<file path="config.mk">
export PLATFORM = sky130hd
export DESIGN_NAME = vend_txn_controller
export DESIGN_NICKNAME = d
export VERILOG_FILES = /design/src/rtl/vend_txn_controller.sv
export SDC_FILE = /design/constraint.sdc
export NUM_CORES = 1
export LEC_CHECK = 0
export CAP_MARGIN = 10
export CORE_MARGIN = 2
export CORE_UTILIZATION = 58
export DETAILED_ROUTE_END_ITERATION = 16
export PLACE_DENSITY = 0.78
export SYNTH_ARGS = -nofsm -noshare
export SYNTH_HDL_FRONTEND = slang
export SYNTH_SLANG_ARGS = --single-unit
</file>
<file path="constraint.sdc">
create_clock -name clk -period 3.6 [get_ports clk]
set_input_delay 0.54 -clock clk [delete_from_list [all_inputs] [get_ports clk]]
set_output_delay 0.54 -clock clk [all_outputs]
set_load 0.005 [all_outputs]
</file>
<file path="src/rtl/vend_txn_controller.sv">
// Vending transaction sequencer: coin credit, price/stock check, dispense and change handshakes.
// Registered outputs, 1-cycle CHECK; dispense waits on disp_ack, change pays one unit per hop_ack.
module vend_txn_controller #(
  parameter int CREDIT_W   = 8,
  parameter int STOCK_W    = 4,
  parameter int STOCK_INIT = 5,
  parameter int PRICE_DEF  = 3,
  parameter int TIMEOUT    = 255
) (
  input  logic                clk,
  input  logic                rst,
  input  logic                coin_valid,
  input  logic [1:0]          coin_value,
  input  logic                sel_valid,
  input  logic [1:0]          sel_id,
  input  logic                cancel,
  input  logic                cfg_we,
  input  logic [1:0]          cfg_id,
  input  logic [CREDIT_W-1:0] cfg_price,
  input  logic                restock,
  output logic                disp_req,
  output logic [1:0]          disp_id,
  input  logic                disp_ack,
  output logic                hop_req,
  input  logic                hop_ack,
  output logic [CREDIT_W-1:0] credit,
  output logic [3:0]          sold_out,
  output logic                busy,
  output logic                coin_reject,
  output logic                err_soldout,
  output logic                err_funds,
  output logic                vend_done
);

  typedef enum logic [2:0] {IDLE, CREDIT, CHECK, DISPENSE, CHANGE} state_t;

  localparam int TMR_W = $clog2(TIMEOUT + 1);

  state_t              state;
  logic [STOCK_W-1:0]  stock [4];
  logic [CREDIT_W-1:0] price [4];
  logic [1:0]          sel_q;
  logic [TMR_W-1:0]    tmr;
  logic [CREDIT_W:0]   coin_sum;
  logic                coin_ok;
  logic [CREDIT_W-1:0] credit_in;
  logic [STOCK_W-1:0]  cur_stock;
  logic [CREDIT_W-1:0] cur_price;

  // Carry bit of the widened sum flags a coin that would overflow the credit register.
  assign coin_sum  = {1'b0, credit} + (CREDIT_W+1)'(coin_value) + (CREDIT_W+1)'(1);
  assign coin_ok   = !coin_sum[CREDIT_W];
  assign credit_in = (coin_valid && coin_ok) ? coin_sum[CREDIT_W-1:0] : credit;
  assign cur_stock = stock[sel_q];
  assign cur_price = price[sel_q];
  assign busy      = (state == CHECK) || (state == DISPENSE) || (state == CHANGE);

  always_comb begin
    sold_out = '0;
    for (int i = 0; i < 4; i++) sold_out[i] = (stock[i] == '0);
  end

  always_ff @(posedge clk or posedge rst) begin
    if (rst) begin
      state       <= IDLE;
      credit      <= '0;
      sel_q       <= '0;
      tmr         <= '0;
      disp_req    <= 1'b0;
      disp_id     <= '0;
      hop_req     <= 1'b0;
      coin_reject <= 1'b0;
      err_soldout <= 1'b0;
      err_funds   <= 1'b0;
      vend_done   <= 1'b0;
      for (int i = 0; i < 4; i++) begin
        stock[i] <= STOCK_W'(STOCK_INIT);
        price[i] <= CREDIT_W'(PRICE_DEF);
      end
    end else begin
      coin_reject <= 1'b0;
      err_soldout <= 1'b0;
      err_funds   <= 1'b0;
      vend_done   <= 1'b0;
      if (cfg_we) price[cfg_id] <= cfg_price;

      case (state)
        IDLE, CREDIT: begin
          if (coin_valid) begin
            if (coin_ok) credit <= coin_sum[CREDIT_W-1:0];
            else         coin_reject <= 1'b1;
          end
          if (state == IDLE && restock) begin
            for (int i = 0; i < 4; i++) stock[i] <= STOCK_W'(STOCK_INIT);
          end
          // Cancel outranks a simultaneous selection; only meaningful with credit held.
          if (state == CREDIT && cancel) begin
            state   <= CHANGE;
            hop_req <= 1'b1;
            tmr     <= '0;
          end else if (sel_valid) begin
            sel_q <= sel_id;
            state <= CHECK;
            tmr   <= '0;
          end else if (credit_in != '0) begin
            if (state == IDLE || coin_valid) begin
              state <= CREDIT;
              tmr   <= '0;
            end else if (tmr == TMR_W'(TIMEOUT - 1)) begin
              state   <= CHANGE;
              hop_req <= 1'b1;
              tmr     <= '0;
            end else begin
              tmr <= tmr + TMR_W'(1);
            end
          end
        end

        CHECK: begin
          if (coin_valid) coin_reject <= 1'b1;
          if (cur_stock == '0) begin
            err_soldout <= 1'b1;
            state       <= (credit != '0) ? CREDIT : IDLE;
          end else if (credit < cur_price) begin
            err_funds <= 1'b1;
            state     <= (credit != '0) ? CREDIT : IDLE;
          end else begin
            credit       <= credit - cur_price;
            stock[sel_q] <= cur_stock - STOCK_W'(1);
            disp_req     <= 1'b1;
            disp_id      <= sel_q;
            state        <= DISPENSE;
          end
        end

        DISPENSE: begin
          if (coin_valid) coin_reject <= 1'b1;
          if (disp_ack) begin
            disp_req <= 1'b0;
            if (credit != '0) begin
              state   <= CHANGE;
              hop_req <= 1'b1;
            end else begin
              state     <= IDLE;
              vend_done <= 1'b1;
            end
          end
        end

        CHANGE: begin
          if (coin_valid) coin_reject <= 1'b1;
          if (hop_ack) begin
            credit <= credit - CREDIT_W'(1);
            // Last unit paid: drop the request so the hopper never sees it with zero credit.
            if (credit == CREDIT_W'(1)) begin
              hop_req   <= 1'b0;
              vend_done <= 1'b1;
              state     <= IDLE;
            end
          end
        end

        default: state <= IDLE;
      endcase
    end
  end

endmodule

</file>
======== Yosys cells after proc, flatten, opt, wreduce, memory -nomap -nowiden ========
Index checks and enable logic that the tools add are counted.
word-level totals
  input bits .............................. 23
  register bits after elaboration ......... 77
  logic and storage cells ................. 157
operators by class
  mux-type cells .......................... 69
  equal/unequal tests ..................... 21
  reduce and logical (&&, ||, !) cells .... 32
  add/subtract/negate cells ............... 6
  magnitude comparators ................... 5
  bitwise operators ....................... 5
operator list
  cell                 number
  $mux 8               14
  $mux 16              3
  $bwmux 32            1
  $pmux 16 s2          1
  $mux 3               9
  $mux 1               25
  $pmux 8 s3           1
  $logic_not 4->1      5
  $bmux 8 s2           1
  $bwmux 16            1
  $demux 8 s2          1
  $reduce_bool 8->1    2
  $ne 2x2->1 const B   7
  $mux 4               3
  $ne 3x3->1 const B   4
  $pmux 3 s4           1
  $add 8x2->9          1
  $add 9x1->9 const B  1
  $reduce_and 9->1     1
  $reduce_bool 3->1    3
  $add 8x1->8 const B  1
  $bmux 4 s2           1
  $demux 4 s2          1
  $eq 8x1->1 const B   1
  30 further kinds     49

======== Depth between registers and ports, before layout ========
Gate-level depths: netlist (run 1).
  depth after elaboration ................. 10
  depth in mapped cells ................... 14
  gate-level depth less buffers ........... 11

======== Worst setup path before layout (run 1) ========
OpenSTA, ideal clock, no wires.
  kind .................................... flip-flop to flip-flop
  start ................................... reg sel_q[1]
  end ..................................... reg credit[0]
  data required time ...................... 3479 ps
  period minus slack after synthesis ...... 3098 ps
  path buffers ............................ 3
  arrival time ............................ 2977 ps
  setup time .............................. 121 ps
  setup slack ............................. 502 ps
  stages on the path, launching flop included .. 13
  cells stage by stage .................... dfrtp_1 > clkbuf_1 > buf_1 > mux4_2 > inv_1 > ha_1 > a211oi_1 > o21ai_0 > and3_4 > nor2_4 > nor2_2 > buf_6 > a22o_1
on the way
  word-level cells in the longest chain between the ends .. 8
  elaborated cells between the ends (all ways) .. 16
  those cells by class .................... 1 x add/sub; 1 x order compare; 2 x eq/ne; 9 x mux; 1 x bitwise; 2 x reduce/logical
ends and longest elaborated chain
  what                                        line    source
  start, declared                             42      logic [1:0] sel_q;
  start signal, assigned                      102     sel_q <= sel_id;
  $not 2->3 (not written as such) *           54, 55
  $bmux 8 s2                                  55      assign cur_price = price[sel_q];
  $mux 8 (not written as such) (2 in series)  55
  $sub 8x8->8                                 128     credit <= credit - cur_price;
  $mux 8                                      124     end else if (credit < cur_price) begin
  $mux 8                                      121     if (cur_stock == '0) begin
  $pmux 8 s3                                  87      case (state)
  end signal, assigned                        90      if (coin_ok) credit <= coin_sum[CREDIT_W-1:0];
  end signal, assigned                        128
  end signal, assigned                        153     credit <= credit - CREDIT_W'(1);
  end, declared                               26      output logic [CREDIT_W-1:0] credit,
Mark *: on every way between the ends. The rest lies on a longest branch, timed or not. The select of a mux whose other input is x is not followed.
A chain may end at the register's enable or synchronous reset.

======== Worst setup path in the final report (run 1) ========
  start ................................... in coin_value[0]
  end ..................................... reg tmr[2]
on the way
  word-level cells in the longest chain between the ends .. 8
ends and longest elaborated chain
  what                           line  source
  start, declared                13    input logic [1:0] coin_value,
  $add 8x2->9 *                  51    assign coin_sum = {1'b0, credit} + (CREDIT_W+1)'(coin_value) + (CREDIT_W+1)'(1);
  $add 9x1->9 *                  51
  $logic_not 1->1                52    assign coin_ok = !coin_sum[CREDIT_W];
  $logic_and 1x1->1              53    assign credit_in = (coin_valid && coin_ok) ? coin_sum[CREDIT_W-1:0] : credit;
  $mux 8 *                       53
  $reduce_bool 8->1 *            105   end else if (credit_in != '0) begin
  $reduce_bool 3->1 (no line) *  -
  $reduce_and 2->1 (no line) *   -
  end signal, assigned           114   tmr <= tmr + TMR_W'(1);
  end, declared                  43    logic [TMR_W-1:0] tmr;
Mark *: on every way between the ends. The rest lies on a longest branch, timed or not.

==> flow_metrics.py, run 1 <==
metrics = {
    "sta": {
        "maxSlewHeadroom_pct": 33.7,
        "fmax_mhz": 308,
        "finalClockSkew_ns": 0.0187,
        "setup_ws_ns": 0.353,
        "fin_crit_sh_pct": 90.2,
        "fin_crit_ns": 3.25,
        "finalMaxSlewViolations": 0,
        "tightest_slew_ns": 0.985,
        "tns_ns": 0,
        "whs_ns": 0.487,
        "setup_viol": 0,
        "rsz0062_at_grt": "no",
        "hold_viol": 0,
    },
    "yosys": {
        "synth_ff_type": "dfrtp_1",
        "synth-edff-count": 0,
        "synth.largest_area_cell": "dfrtp_1",
        "yosysUniqueCellTypes": 72,
        "ys_ff_latch": 77,
        "seq_area_frac_synth_pct": 41.3,
        "syn_inst": 453,
        "synth_top_cell_area_share_pct": 32.4,
        "yosys_warnings": 0,
        "syn-cell-area_um2": 4710,
        "async_reset_ff_share_pct": 100,
        "synth.area.top_cells": "dfrtp_1, dfstp_2, mux2_2",
        "postSynthNetCount": 494,
        "postSynthAreaPerCell_um2": 10.4,
    },
    "clock_tree": {
        "post_cts_buffers": 0,
        "clk_path_buf_depth": 2,
        "insertion_delay_ns": 0.36,
        "htree_levels": 3,
        "clock-sinks": 77,
        "cts_buffers": 9,
        "clkTransAtPathRegs_ns": 0.09,
        "cts_tree": "yes",
        "clock-root-buffer": "clkbuf_8",
    },
    "critical_path": {
        "worstPathArrival_ns": 3.48,
        "path_max_fanout": 12,
        "worstSetupStartpointType": "input port",
        "cp-end-kind": "register",
        "worstSetupPathType": "in -> reg",
        "required_ns": 3.83,
    },
    "run": {
        "drv_cap": 0,
    },
    "drt": {
        "drt_iter0_markers": 272,
        "drc_errors": 0,
        "ant_nets": 0,
        "via_per_inst": 6.35,
        "vias": 3822,
        "firstDrtPassIters": 5,
        "wirelength_um": 11100,
        "routedWlPerCell_um": 18.4,
    },
    "finish": {
        "nNetsFinal": 536,
        "drive_above_1_share_pct": 21.2,
        "diodes": 0,
        "fin_util_pct": 70.1,
        "syn_to_final_growth_pct": 16.2,
    },
    "floorplan": {
        "core_um2": 7810,
        "num_rows": 32,
        "initial_core_util_pct": 60.3,
        "ios": 44,
        "chipHeight_um": 94.1,
        "dieArea_um2": 8860,
        "fp.dieW_um": 94.1,
    },
    "global_routing": {
        "grt_overflow_total": 0,
        "track_usage_pct": 26.9,
        "antenna_found_initial": 0,
        "grt_pass1_vias": 3776,
        "grt_start_max_net_pins": 34,
        "grt_pass1_wl_um": 18600,
    },
    "power_and_ir_drop": {
        "power.density_nw_per_um2": 839,
        "fin_total_pwr_uw": 4590,
        "ir_worst_vdd_uv": 417,
        "p_leak_uw": 0.00225,
    },
    "place": {
        "gp_congestion": 0.915,
        "dpl_worst_slack_ns": -0.0171,
        "io_buffer_count": 43,
        "dpl.hpwl_um": 8150,
    },
    "outcome": {
        "status": "completed",
    },
    "hold_path": {
        "min-delay-path-class": "reg -> reg",
    },
}
-- final timing paths --
kind	end	slack, ns	depth (start not counted)	from
max reg2reg	tmr[2]$_DFFE_PP0P_	0.38	11	credit[0]$_DFFE_PP0P_
max	tmr[2]$_DFFE_PP0P_	0.35	12	coin_value[0]
min in group asynchronous	price[5]$_DFFE_PP0P_	0.55	2	rst
min reg2reg	stock[6]$_DFFE_PP1P_	0.49	2	stock[6]$_DFFE_PP1P_
min	stock[6]$_DFFE_PP1P_	0.49	2	stock[6]$_DFFE_PP1P_
max in group asynchronous	price[1]$_DFFE_PP1P_	2.18	3	rst
-- layout by cell type (no fill, tap or decap), drive strengths merged, types with 6 or more instances in the layout --
cell           netlist  final
dfrtp               61     61
o21ai               46     46
clkdlybuf4s50        0     43
nand2               36     36
mux2                35     35
nor2                34     34
inv                 25     29
ha                  16     16
dfstp               16     16
nand3               14     14
a21oi               12     12
mux4                12     12
clkbuf               7      9
buf                 14      9
nor2b                8      8
nor4                 8      8
nor3                 6      6
nand2b               6      6
-- cell usage after synthesis, drive strengths merged (4+ instances only) --
master and n:
dfrtp 61, o21ai 46, nand2 36, mux2 35
nor2 34, inv 25, dfstp 16, ha 16
buf 14, nand3 14, a21oi 12, mux4 12
nor2b 8, nor4 8, clkbuf 7, nand2b 6
nor3 6, a211oi 5, o2bb2ai 5, a22o 4
and2 4, nand3b 4, nand4 4, o31ai 4
or2 4, or3 4
-- timing repair --
| action | in CTS | in global routing |
|---|---|---|
| resized for setup | 0 | 1 |
| endpoints found under the setup margin | 0 | 1 |
| hold buffers | 0 | 0 |
-- logic make-up (layout without fill, tap and decap cells) --
| group | after synthesis | in the layout | share of synthesized area [%] |
|---|---|---|---|
| and+or+nand+nor | 145 | 145 | 16.9 |
| xor gates and xnor gates | 5 | 5 | 0.930 |
| muxes | 48 | 48 | 14.6 |
| DFF | 77 | 77 | 41.3 |
| AOI/OAI and AO/OA | 114 | 114 | 16.7 |
| adders and majority gates | 18 | 18 | 5.10 |
| buffers and inverters | 46 | 93 | 4.49 |
-- worst max-delay path, stage by stage --
cell and delay [ns]:
clkdlybuf4s50_1 0.45, inv_1 0.04, ha_1 0.21, fa_1 0.44
nor2b_1 0.17, or4bb_1 0.51, o211ai_1 0.13, a22oi_2 0.15
o41ai_2 0.32, buf_4 0.23, or2_2 0.18, o21ai_0 0.11
-- final cells by class --
cell class / instances / area, um^2
Clock buffer: 9 / 124
Fill cell: 577 / 2340
Sequential cell: 77 / 1950
Multi-Input combinational cell: 330 / 2550
Tap cell: 102 / 128
Clock inverter: 7 / 128
Inverter: 25 / 93.8
Timing Repair Buffer: 52 / 498
-- power by group --
part	internal [uW]	leakage, uW	switching, uW
Clock	473	0.000127	358
Sequential	1090	0.000929	309
Combinational	1090	0.00120	1270
Total	2650	0.00225	1940
-- layer usage --
layer | up-vias | global-route usage, % | share of wire, % | wire, um
li1 | 1764 | - | - | -
met3 | 18 | 4.49 | 6.3 | 697
met5 | - | 0 | 0 | 0
met1 | 1875 | 37.3 | 43 | 4810
met4 | 0 | 7.13 | 0.97 | 108
met2 | 165 | 44.2 | 49 | 5490
-- stage by stage --
stage               area [um^2]  std cells
global placement           5220        586
CTS                        5470        602
detailed placement         5220        586
finish                     5470        602
floorplan                  4710        453
global route               5470        602
-- sequential cells by signal (all words and copies together) (netlist names), 2 cells and up --
| register | count |
|---|---|
| state | 3 |
| tmr | 8 |
| price | 32 |
| stock | 16 |
| disp_id | 2 |
| sel_q | 2 |
| credit | 8 |
No activity file was read; power rests on OpenSTA's default activity.
==> run 2, diff against run 1 <==
clock period = 3.5 ns   (was 3.6 ns; I/O delays follow)
==> run 2 against run 1 <==
Critical path depth did not move. Final cell count grew 0.17%. Routed wire length is 1.9% lower. Sequential cell count unchanged. Clock-buffer cell count unchanged. First-iteration DRC count decreased by 2.6%. Sequential power about the same. Global-route usage decreased by 0.69 points. Core utilization fell by 0.69 points. Via count fell by 0.86%. Register-to-register slack worse by 0.06 ns.
==> flow_metrics.py, run 2 (synthesized netlist as in run 1, its figures left out) <==
metrics = {
    "clock_tree": {
        "clk_path_buf_depth": 2,
        "cts_tree": "yes",
        "clock-sinks": 77,
        "holdBufCountCts": 0,
        "htree_levels": 3,
        "clkTransAtPathRegs_ns": 0.10,
        "cts_buffers": 9,
        "clock-root-buffer": "clkbuf_8",
        "insertion_delay_ns": 0.37,
    },
    "floorplan": {
        "core_um2": 7810,
        "chipHeight_um": 94.1,
        "dieArea_um2": 8860,
        "num_rows": 32,
        "fp.dieW_um": 94.1,
        "initial_core_util_pct": 60.3,
        "ios": 44,
    },
    "power_and_ir_drop": {
        "p_leak_uw": 0.00222,
        "power.density_nw_per_um2": 836,
        "ir_worst_vdd_uv": 435,
    },
    "finish": {
        "fillers": 596,
        "fin_util_pct": 69.4,
        "multi_input_area_um2": 2550,
        "largest_register_ffs": 32,
        "reg_top3": "price (32), stock (16)",
        "nNetsFinal": 537,
        "syn_to_final_growth_pct": 15.0,
        "mostFrequentLayoutCell": "dfrtp_1",
        "seq_area_um2": 1950,
        "drive_above_1_share_pct": 21.4,
        "diodes": 0,
        "final_cell_mix": "dfrtp_1, o21ai_0, clkdlybuf4s50_1",
        "regMostFlops": "price",
    },
    "sta": {
        "fin_crit_sh_pct": 91.2,
        "tightest_slew_ns": 1.06,
        "finalMaxSlewViolations": 0,
        "rsz0062_at_grt": "no",
        "fin_crit_ns": 3.19,
        "setup_ws_ns": 0.307,
        "fmax_mhz": 313,
        "finalClockSkew_ns": 0.0135,
        "maxSlewHeadroom_pct": 28.5,
        "setup_viol": 0,
        "tns_ns": 0,
        "hold_viol": 0,
    },
    "global_routing": {
        "antenna_found_initial": 0,
        "grt_pass1_wl_um": 18100,
        "grt_start_max_net_pins": 78,
        "grt_pass1_vias": 3671,
        "grt_overflow_total": 0,
        "track_usage_pct": 26.2,
    },
    "drt": {
        "ant_nets": 0,
        "firstDrtPassIters": 5,
        "drc_errors": 0,
        "via_per_inst": 6.28,
        "routedWlPerCell_um": 18.1,
        "vias": 3789,
        "wirelength_um": 10900,
        "drt_iter0_markers": 265,
    },
    "critical_path": {
        "worstSetupStartpointType": "input port",
        "worstPathArrival_ns": 3.43,
        "crit_chain": "clkdlybuf4s50_1 -> inv_1 -> ha_1 -> fa_1 -> nor2b_1 -> or4bb_1 -> o211ai_1 -> a22oi_2 -> o41ai_2 -> buf_4 -> or2_2 -> o21ai_0",
        "crit_slowest_cell": "or4bb_1",
        "required_ns": 3.73,
        "path_max_fanout": 12,
        "cp_slowest_stage_delay_ns": 0.49,
        "worstSetupPathType": "in -> reg",
        "cp_num_buf_inv": 3,
        "crit_family": "simple AND/OR/NAND/NOR gates",
        "cp-end-kind": "register",
    },
    "place": {
        "gp_congestion": 0.915,
        "io_buffer_count": 43,
        "dpl.hpwl_um": 7840,
        "dpl_worst_slack_ns": -0.0630,
    },
    "hold_path": {
        "min-delay-path-class": "reg -> reg",
    },
    "run": {
        "drv_cap": 0,
    },
    "outcome": {
        "status": "completed",
    },
}
run 2: metal layers:
| layer | up-vias | track usage, % | share of wire [%] |
|---|---|---|---|
| li1 | 1768 | - | - |
| met1 | 1869 | 36.4 | 44 |
| met2 | 132 | 42.6 | 49 |
| met3 | 20 | 4.57 | 4.6 |
| met4 | 0 | 7.61 | 2.0 |
| met5 | - | 0 | 0 |
run 2: power breakdown:
part	switching [uW]	leakage [uW]	internal, uW	total [uW]
clock network	389	0.0000896	272	662
logic	1300	0.00120	1130	2430
registers	316	0.000929	1120	1430
run 2: worst paths after layout:
path                                    endpoint  slack (ns)                 start  depth (start not counted)
max in group asynchronous   sel_q[1]$_DFFE_PP0P_        2.06                   rst                          3
hold / removal              stock[6]$_DFFE_PP1P_        0.48  stock[6]$_DFFE_PP1P_                          2
setup / recovery              tmr[2]$_DFFE_PP0P_        0.31         coin_value[0]                         12
min in group asynchronous  price[13]$_DFFE_PP0P_        0.76                   rst                          3
hold reg to reg             stock[6]$_DFFE_PP1P_        0.48  stock[6]$_DFFE_PP1P_                          2
setup reg to reg           credit[6]$_DFFE_PP0P_        0.32  sel_q[1]$_DFFE_PP0P_                         10
run 2: area by class of cell:
cell class	count	area share, %
tap	102	2.36
multi-input combinational	330	47.1
sequential	77	36.0
clock inverter	7	1.22
timing repair buffer	53	9.33
inverter	25	1.73
clock buffer	9	2.29
run 2: stage by stage:
stage                     area (um^2)  std cells  hold slack [ns]  total power (uW)
after floorplan                  4710        453            0.445              3180
after global placement           5230        587            0.460              3760
after detailed placement         5230        587            0.464              3830
after CTS                        5420        603            0.486              4500
after global routing             5420        603            0.517              4850
final                            5420        603            0.483              4530
run 2: worst register-to-register path, stage by stage (launching register included):
cell      delay (ns)
dfrtp_2         0.56
mux4_2          0.54
inv_1           0.14
fa_1            0.25
a211oi_1        0.10
o21ai_0         0.25
and3_4          0.29
nor2_4          0.05
nor2_2          0.46
o21ai_0         0.18
a22o_1          0.26
run 2: repair_timing:
action / CTS / global route
setup endpoints to repair: 0 / 4
buffers inserted: 0 / 0
resized for setup: 0 / 1
